--- config.mk ---
export PLATFORM = sky130hd
export DESIGN_NAME = r5_input_collector
export DESIGN_NICKNAME = d
export VERILOG_FILES = /design/src/rtl/r5_pkg.sv /design/src/rtl/r5_frame_bank.sv /design/src/rtl/r5_input_collector.sv
export SDC_FILE = /design/constraint.sdc
export NUM_CORES = 1
export LEC_CHECK = 0
export CAP_MARGIN = 0
export CORE_MARGIN = 4
export CORE_UTILIZATION = 48
export CTS_CLUSTER_DIAMETER = 100
export CTS_CLUSTER_SIZE = 24
export DETAILED_ROUTE_END_ITERATION = 10
export GPL_ROUTABILITY_DRIVEN = 0
export HOLD_SLACK_MARGIN = 0.06
export PLACE_DENSITY = 0.85
export SKIP_CTS_REPAIR_TIMING = 1
export SLEW_MARGIN = 40
export SYNTH_ARGS = -nofsm -noshare
export SYNTH_HDL_FRONTEND = slang
export SYNTH_SLANG_ARGS = --single-unit
--- constraint.sdc ---
create_clock -name clk -period 2.1 [get_ports clk]
set_clock_uncertainty 0.05 [all_clocks]
set_input_delay 0.21 -clock clk [delete_from_list [all_inputs] [get_ports clk]]
set_output_delay 0.21 -clock clk [all_outputs]
set_load 0.01 [all_outputs]
--- src/rtl/r5_pkg.sv ---
// Shared types and constants for the radix-5 input path.
// Frames are five complex points; index 0 is the first sample accepted.
package r5_pkg;
    localparam int R5_POINTS = 5;
    localparam int R5_DW     = 32;
    localparam int R5_IDX_W  = $clog2(R5_POINTS);

    typedef struct packed {
        logic [R5_DW-1:0] re;
        logic [R5_DW-1:0] img;
    } cplx_t;

    typedef cplx_t [R5_POINTS-1:0] frame_t;
endpackage

--- src/rtl/r5_frame_bank.sv ---
// Five-entry complex register bank: single indexed write, whole-frame load,
// parallel read. A whole-frame load takes precedence over the indexed write.
module r5_frame_bank
    import r5_pkg::*;
#(
    parameter int DW = R5_DW
) (
    input  logic                             clk,
    input  logic                             rst_n,
    input  logic                             wr_en,
    input  logic [R5_IDX_W-1:0]              wr_idx,
    input  logic [DW-1:0]                    wr_re,
    input  logic [DW-1:0]                    wr_img,
    input  logic                             ld_en,
    input  logic [R5_POINTS-1:0][DW-1:0]     ld_re,
    input  logic [R5_POINTS-1:0][DW-1:0]     ld_img,
    output logic [R5_POINTS-1:0][DW-1:0]     rd_re,
    output logic [R5_POINTS-1:0][DW-1:0]     rd_img
);
    always_ff @(posedge clk or negedge rst_n) begin
        if (!rst_n) begin
            rd_re  <= '0;
            rd_img <= '0;
        end else if (ld_en) begin
            rd_re  <= ld_re;
            rd_img <= ld_img;
        end else if (wr_en) begin
            rd_re[wr_idx]  <= wr_re;
            rd_img[wr_idx] <= wr_img;
        end
    end
endmodule

--- src/rtl/r5_input_collector.sv ---
// Serial-to-parallel collector: groups accepted samples into 5-point frames,
// with one pending frame so collection can overlap a stalled output.
module r5_input_collector
    import r5_pkg::*;
#(
    parameter int DW = R5_DW
) (
    input  logic          clk,
    input  logic          rst_n,
    input  logic          in_valid,
    output logic          in_ready,
    input  logic          in_sof,
    input  logic [DW-1:0] in_re,
    input  logic [DW-1:0] in_img,
    output logic          out_valid,
    input  logic          out_ready,
    output logic [DW-1:0] a_re,
    output logic [DW-1:0] a_img,
    output logic [DW-1:0] b_re,
    output logic [DW-1:0] b_img,
    output logic [DW-1:0] c_re,
    output logic [DW-1:0] c_img,
    output logic [DW-1:0] d_re,
    output logic [DW-1:0] d_img,
    output logic [DW-1:0] e_re,
    output logic [DW-1:0] e_img,
    output logic          sof_err,
    output logic [15:0]   frame_cnt
);
    localparam logic [R5_IDX_W-1:0] LAST = R5_IDX_W'(R5_POINTS - 1);

    logic [R5_IDX_W-1:0] cnt;
    logic [R5_IDX_W-1:0] wr_idx;
    logic pend;
    logic accept, restart, complete, can_load, load;
    logic [R5_POINTS-1:0][DW-1:0] col_re, col_img, ld_re, ld_img, out_re, out_img;

    assign in_ready = !pend;
    assign accept   = in_valid && in_ready;
    assign restart  = accept && (in_sof || cnt == '0);
    assign complete = accept && !in_sof && cnt == LAST;
    assign wr_idx   = restart ? '0 : cnt;
    assign can_load = !out_valid || out_ready;
    assign load     = (complete || pend) && can_load;

    // Point 4 bypasses the collect bank when the frame completes straight into the output.
    always_comb begin
        ld_re  = col_re;
        ld_img = col_img;
        if (complete) begin
            ld_re[R5_POINTS-1]  = in_re;
            ld_img[R5_POINTS-1] = in_img;
        end
    end

    always_ff @(posedge clk or negedge rst_n) begin
        if (!rst_n) begin
            cnt       <= '0;
            pend      <= 1'b0;
            out_valid <= 1'b0;
            sof_err   <= 1'b0;
            frame_cnt <= '0;
        end else begin
            sof_err <= accept && in_sof && cnt != '0;
            if (accept)
                cnt <= restart ? R5_IDX_W'(1) : (complete ? '0 : cnt + R5_IDX_W'(1));
            if (load)
                pend <= 1'b0;
            else if (complete)
                pend <= 1'b1;
            if (load)
                out_valid <= 1'b1;
            else if (out_ready)
                out_valid <= 1'b0;
            if (load)
                frame_cnt <= frame_cnt + 16'd1;
        end
    end

    r5_frame_bank #(.DW(DW)) u_collect (
        .clk    (clk),
        .rst_n  (rst_n),
        .wr_en  (accept),
        .wr_idx (wr_idx),
        .wr_re  (in_re),
        .wr_img (in_img),
        .ld_en  (1'b0),
        .ld_re  ('0),
        .ld_img ('0),
        .rd_re  (col_re),
        .rd_img (col_img)
    );

    r5_frame_bank #(.DW(DW)) u_output (
        .clk    (clk),
        .rst_n  (rst_n),
        .wr_en  (1'b0),
        .wr_idx ('0),
        .wr_re  ('0),
        .wr_img ('0),
        .ld_en  (load),
        .ld_re  (ld_re),
        .ld_img (ld_img),
        .rd_re  (out_re),
        .rd_img (out_img)
    );

    assign a_re  = out_re[0];
    assign a_img = out_img[0];
    assign b_re  = out_re[1];
    assign b_img = out_img[1];
    assign c_re  = out_re[2];
    assign c_img = out_img[2];
    assign d_re  = out_re[3];
    assign d_img = out_img[3];
    assign e_re  = out_re[4];
    assign e_img = out_img[4];
endmodule

# Word-level counts from Yosys, hierarchy flattened
# Index checks and enable logic that the tools add are counted.
# Widths: inputs -> output; s select.
# totals
register_bits	662
output_inout_bits	339
elab_cells	61
# op_classes
n_addsub	2
magnitude_cmp	2
eq_ne	1
mux	13
reduce_logical	18
# op_table
operator	count
$bwmux 160	2
$demux 32 s3	1
$mux 32	3
$add 16x1->16 const B	1
$mux 3	3
$logic_and 1x1->1	8
$lt 3x4->1 const B	1
$mux 1	4
$reduce_bool 2->1	2
$add 3x1->3 const B	1
$eq 3x3->1 const B	1
$ge 3x1->1 const B	1
$logic_not 1->1	3
$logic_not 3->1	1
$logic_or 1x1->1	3
$reduce_bool 3->1	1

# Logic depth before layout (Yosys ltp)
# depth
ltp_word	9
ltp_mapped	9

# Modules after synthesis
# Synthesis repeated with hierarchy kept, for this count alone.
# unflattened
hier_cells	2951
area_unflattened_um2	31627.8
# modules_own_cells
mod	n_inst	cells_per_inst	area_each_um2	seq_area_each_um2
r5_frame_bank	2	1391	14888.0	8007.7
r5_input_collector	1	169	1851.8	550.5

# Least setup slack after synthesis
# No wires, ideal clock.
# synth_timing
path_kind	register to register
from	register cnt[0]
to	register u_output.rd_img[128] (netlist name)
arrival_ps	2031
slack_ps	-64
path_stages_with_launch	9
n_path_buf	2
synth_period_minus_slack_ps	2164
path_cell_list	dfrtp_1 inv_1 ha_1 and4b_1 o21ai_1 clkbuf_1 clkbuf_1 nand2_1 o21ai_0
# synth_via
elab_chain_len	4
elab_cells_between_ends	5
# synth_rtl
element	line_no	source
start, declared	r5_input_collector.sv:32	logic [R5_IDX_W-1:0] cnt;
start signal, assigned	r5_input_collector.sv:66	cnt <= restart ? R5_IDX_W'(1) : (complete ? '0 : cnt + R5_IDX_W'(1));
$eq 3x3->1 *	r5_input_collector.sv:41	assign complete = accept && !in_sof && cnt == LAST;
$logic_and 1x1->1 *	r5_input_collector.sv:41	
$logic_or 1x1->1	r5_input_collector.sv:44	assign load = (complete || pend) && can_load;
$logic_and 1x1->1	r5_input_collector.sv:44	
end signal, assigned	r5_frame_bank.sv:26	rd_img <= ld_img;
end signal, assigned by index	r5_frame_bank.sv:29	rd_img[wr_idx] <= wr_img;
end, declared	r5_frame_bank.sv:18	output logic [R5_POINTS-1:0][DW-1:0] rd_img
# Mark *: on every way between the ends. The rest lies on a longest branch, timed or not.
# A chain may end at the register's enable or synchronous reset.

# Worst setup path in the final report
# layout_timing
from	register pend
to	register u_collect.rd_img[61] (netlist name)
# layout_via
elab_chain_len	9
elab_cells_between_ends	10
# layout_rtl
element	line_no	source
start, declared	r5_input_collector.sv:34	logic pend;
start signal, assigned	r5_input_collector.sv:59	pend <= 1'b0;
start signal, assigned	r5_input_collector.sv:68	pend <= 1'b0;
start signal, assigned	r5_input_collector.sv:70	pend <= 1'b1;
$logic_not 1->1 *	r5_input_collector.sv:38	assign in_ready = !pend;
$logic_and 1x1->1 *	r5_input_collector.sv:39	assign accept = in_valid && in_ready;
$logic_and 1x1->1	r5_input_collector.sv:40	assign restart = accept && (in_sof || cnt == '0);
$mux 3	r5_input_collector.sv:42	assign wr_idx = restart ? '0 : cnt;
$lt 3x4->1 (not written as such) / $ge 3x1->1 (equally long branches)	r5_frame_bank.sv:29	
$logic_and 1x1->1 (not written as such)	r5_frame_bank.sv:29	
$mux 32 (not written as such)	r5_frame_bank.sv:29	
$demux 32 s3	-	
$bwmux 160	r5_frame_bank.sv:29	
end signal, assigned	r5_frame_bank.sv:26	
end signal, assigned by index	r5_frame_bank.sv:29	
end, declared	r5_frame_bank.sv:18	
# Marks and branches as above.

==> reports/metrics.cfg <==
[timing]
finalSetupTns_ps = 0
hold_violations = 0
tightest_slew_ps = 448
finalCritPeriodShare = 0.989
slew_violations = 0
setup_viol = 0
fmax_mhz = 482
rsz0062_at_grt = yes
relSlewSlack = 0.700
min_period_ps = 2080

[synth]
netlist_area_mm2 = 0.0254
synthTopCellsByCount = 843 x nand2_1, 662 x dfrtp_1, 254 x mux2_2
synthFlopType = dfrtp_1
ys_ff_latch = 662
yosysMostFrequentCell = nand2_1
syn_nets = 2210
yosysSeqAreaShare = 0.653
postSynthCellCount = 2138
synthTopCellsByArea = dfrtp_1 65%, nand2_1 12%, mux2_2 11%
synth_top_area_frac = 0.653
synth_cell_types = 35
avgSynthCellArea_um2 = 11.9
synth_edf_count = 0
yosys_warnings = 0
ys_async_sr_fraction = 1.00
yosys.area.top_type = dfrtp_1

[clock_tree]
clk_pin_slew_ps = 90
cts-buffers-inserted = 31
root_buffer = clkbuf_16
cts_tree = done
cts_max_level = 1
cts_buffer_depth = 3
cts.sink_count = 662
clk_latency_ps = 610

[power_and_ir_drop]
p_per_area_mw_per_mm2 = 1170
finalPower_mw = 37.3
max-vdd-ir-drop_mv = 0.839
leakage_nw = 15.2

[route]
num_vias = 17600
drt_iter0_drc = 1446
viasPerCell = 5.41
antenna_left = 0
drc_errors = 0
drt-total-wl_um = 66800
wire_per_inst_um = 20.6
firstDrtPassIters = 5

[run_status]
status = completed

[global_route]
grt_use_total = 0.228
grt_pass1_vias = 18500
grt_max_degree = 63
grt_pass1_wl_um = 104000
grt_overflow = 0
antenna_found_initial = 0

[floorplanning]
initial_core_util = 0.489
die_h_um = 238
die_width_um = 238
row_count = 83
ios = 408
die_area_mm2 = 0.0566
core_area_mm2 = 0.0518

[placement]
hpwl_um = 46200
io_buffers = 407

[worst_setup_path]
required_ps = 2550
start_kind = register
cp_max_fo = 30
cp-end-kind = register
cp_data_arrival_time_ps = 2520
cpPeakStageDelay_ps = 460
cp_cell_sequence = or3b_4, nor3_4, and3_4, buf_12, mux2_2
crit_type = reg -> reg
cp_slowest_cell = or3b_4

[final_layout]
final_util = 0.614
synthToLayoutAreaGrowth_pct = 25.4
num_antenna_cells = 0
drive_above_1_share = 0.156
fill_cells = 3790
final_net_count = 2636

[hold_path]
hp-class = in -> reg

[run]
maxCapViolCount = 0

## routing by layer
metal  wire length, um  GRT usage  up-vias
met5                 0          0        -
li1                  -          -     7778
met3              4310     0.0369      123
met2             33400      0.388      618
met1             26900      0.301     9031
met4              2190     0.0750        0
## worst paths after layout
kind	depth (start not counted)	startpoint	slack, ps	endpoint
max	5	pend$_DFFE_PN0P_	20	u_collect.rd_img[61]$_DFFE_PN0P_
min	2	in_re[22]	340	u_collect.rd_re[86]$_DFFE_PN0P_
max reg2reg	5	pend$_DFFE_PN0P_	20	u_collect.rd_img[61]$_DFFE_PN0P_
min reg2reg	2	u_collect.rd_re[101]$_DFFE_PN0P_	410	u_output.rd_re[101]$_DFFE_PN0P_
max in group asynchronous	4	rst_n	310	u_output.rd_img[149]$_DFFE_PN0P_
min in group asynchronous	3	rst_n	620	u_collect.rd_img[15]$_DFFE_PN0P_
## metrics by stage
step	instance area [um2]	std cells	setup slack, ps	hold slack, ps
CTS	31600	3234	-58.7	-564
detailed placement	30800	3202	-332	111
floorplan	25400	2138	-24.3	-136
global route	31800	3243	-30.7	313
global placement	30800	3202	-235	97.2
finish	31800	3243	23.3	336
## cell usage in the layout (no fill, tap or decap), types with 7 or more instances in the layout
cell type,n
mux2i_1,63
buf_12,29
xnor2_1,7
clkdlybuf4s50_1,405
nand2_1,843
mux2_1,66
clkbuf_16,33
buf_4,61
o21ai_0,64
dfrtp_1,662
xor2_1,8
mux2_2,252
## sequential cells by signal (all words and copies together), names as in the netlist
name,count
frame_cnt,16
out_valid,1
u_collect.rd_img,160
u_output.rd_img,160
u_collect.rd_re,160
cnt,3
pend,1
sof_err,1
u_output.rd_re,160
## cell type report
type | instances | area, um2 | area share
Clock buffer | 31 | 776 | 0.0244
Inverter | 8 | 30.0 | 0.000944
Timing Repair Buffer | 504 | 5260 | 0.165
Multi-Input combinational cell | 1357 | 8310 | 0.261
Clock inverter | 1 | 11.3 | 0.000354
Sequential cell | 662 | 16600 | 0.521
Tap cell | 680 | 851 | 0.0268
## logic make-up (layout without fill, tap and decap cells)
family | Yosys count | in the layout | synth area share
multiplexers | 384 | 384 | 0.167
flip-flops | 662 | 662 | 0.653
AO/OA/AOI/OAI | 74 | 74 | 0.0150
adder cells (fa/ha/maj) | 3 | 3 | 0.00148
AND/OR/NAND/NOR | 881 | 881 | 0.135
XOR/XNOR | 15 | 15 | 0.00518
buffers and inverters | 119 | 544 | 0.0225
## report_power, final
part | total, mW | leakage (nW) | switching, mW | internal, mW
Combinational | 10.6 | 6.17 | 4.47 | 6.18
Clock | 6.47 | 0.388 | 3.83 | 2.64
Sequential | 20.2 | 8.67 | 2.88 | 17.3
## critical path: cells and delay by family (launching register included)
kind	cells	cell delay, ps
flip-flops	1	420
buffers and inverters	1	230
AND/OR/NAND/NOR	3	880
multiplexers	1	380
(Power assumes the default switching activity.)
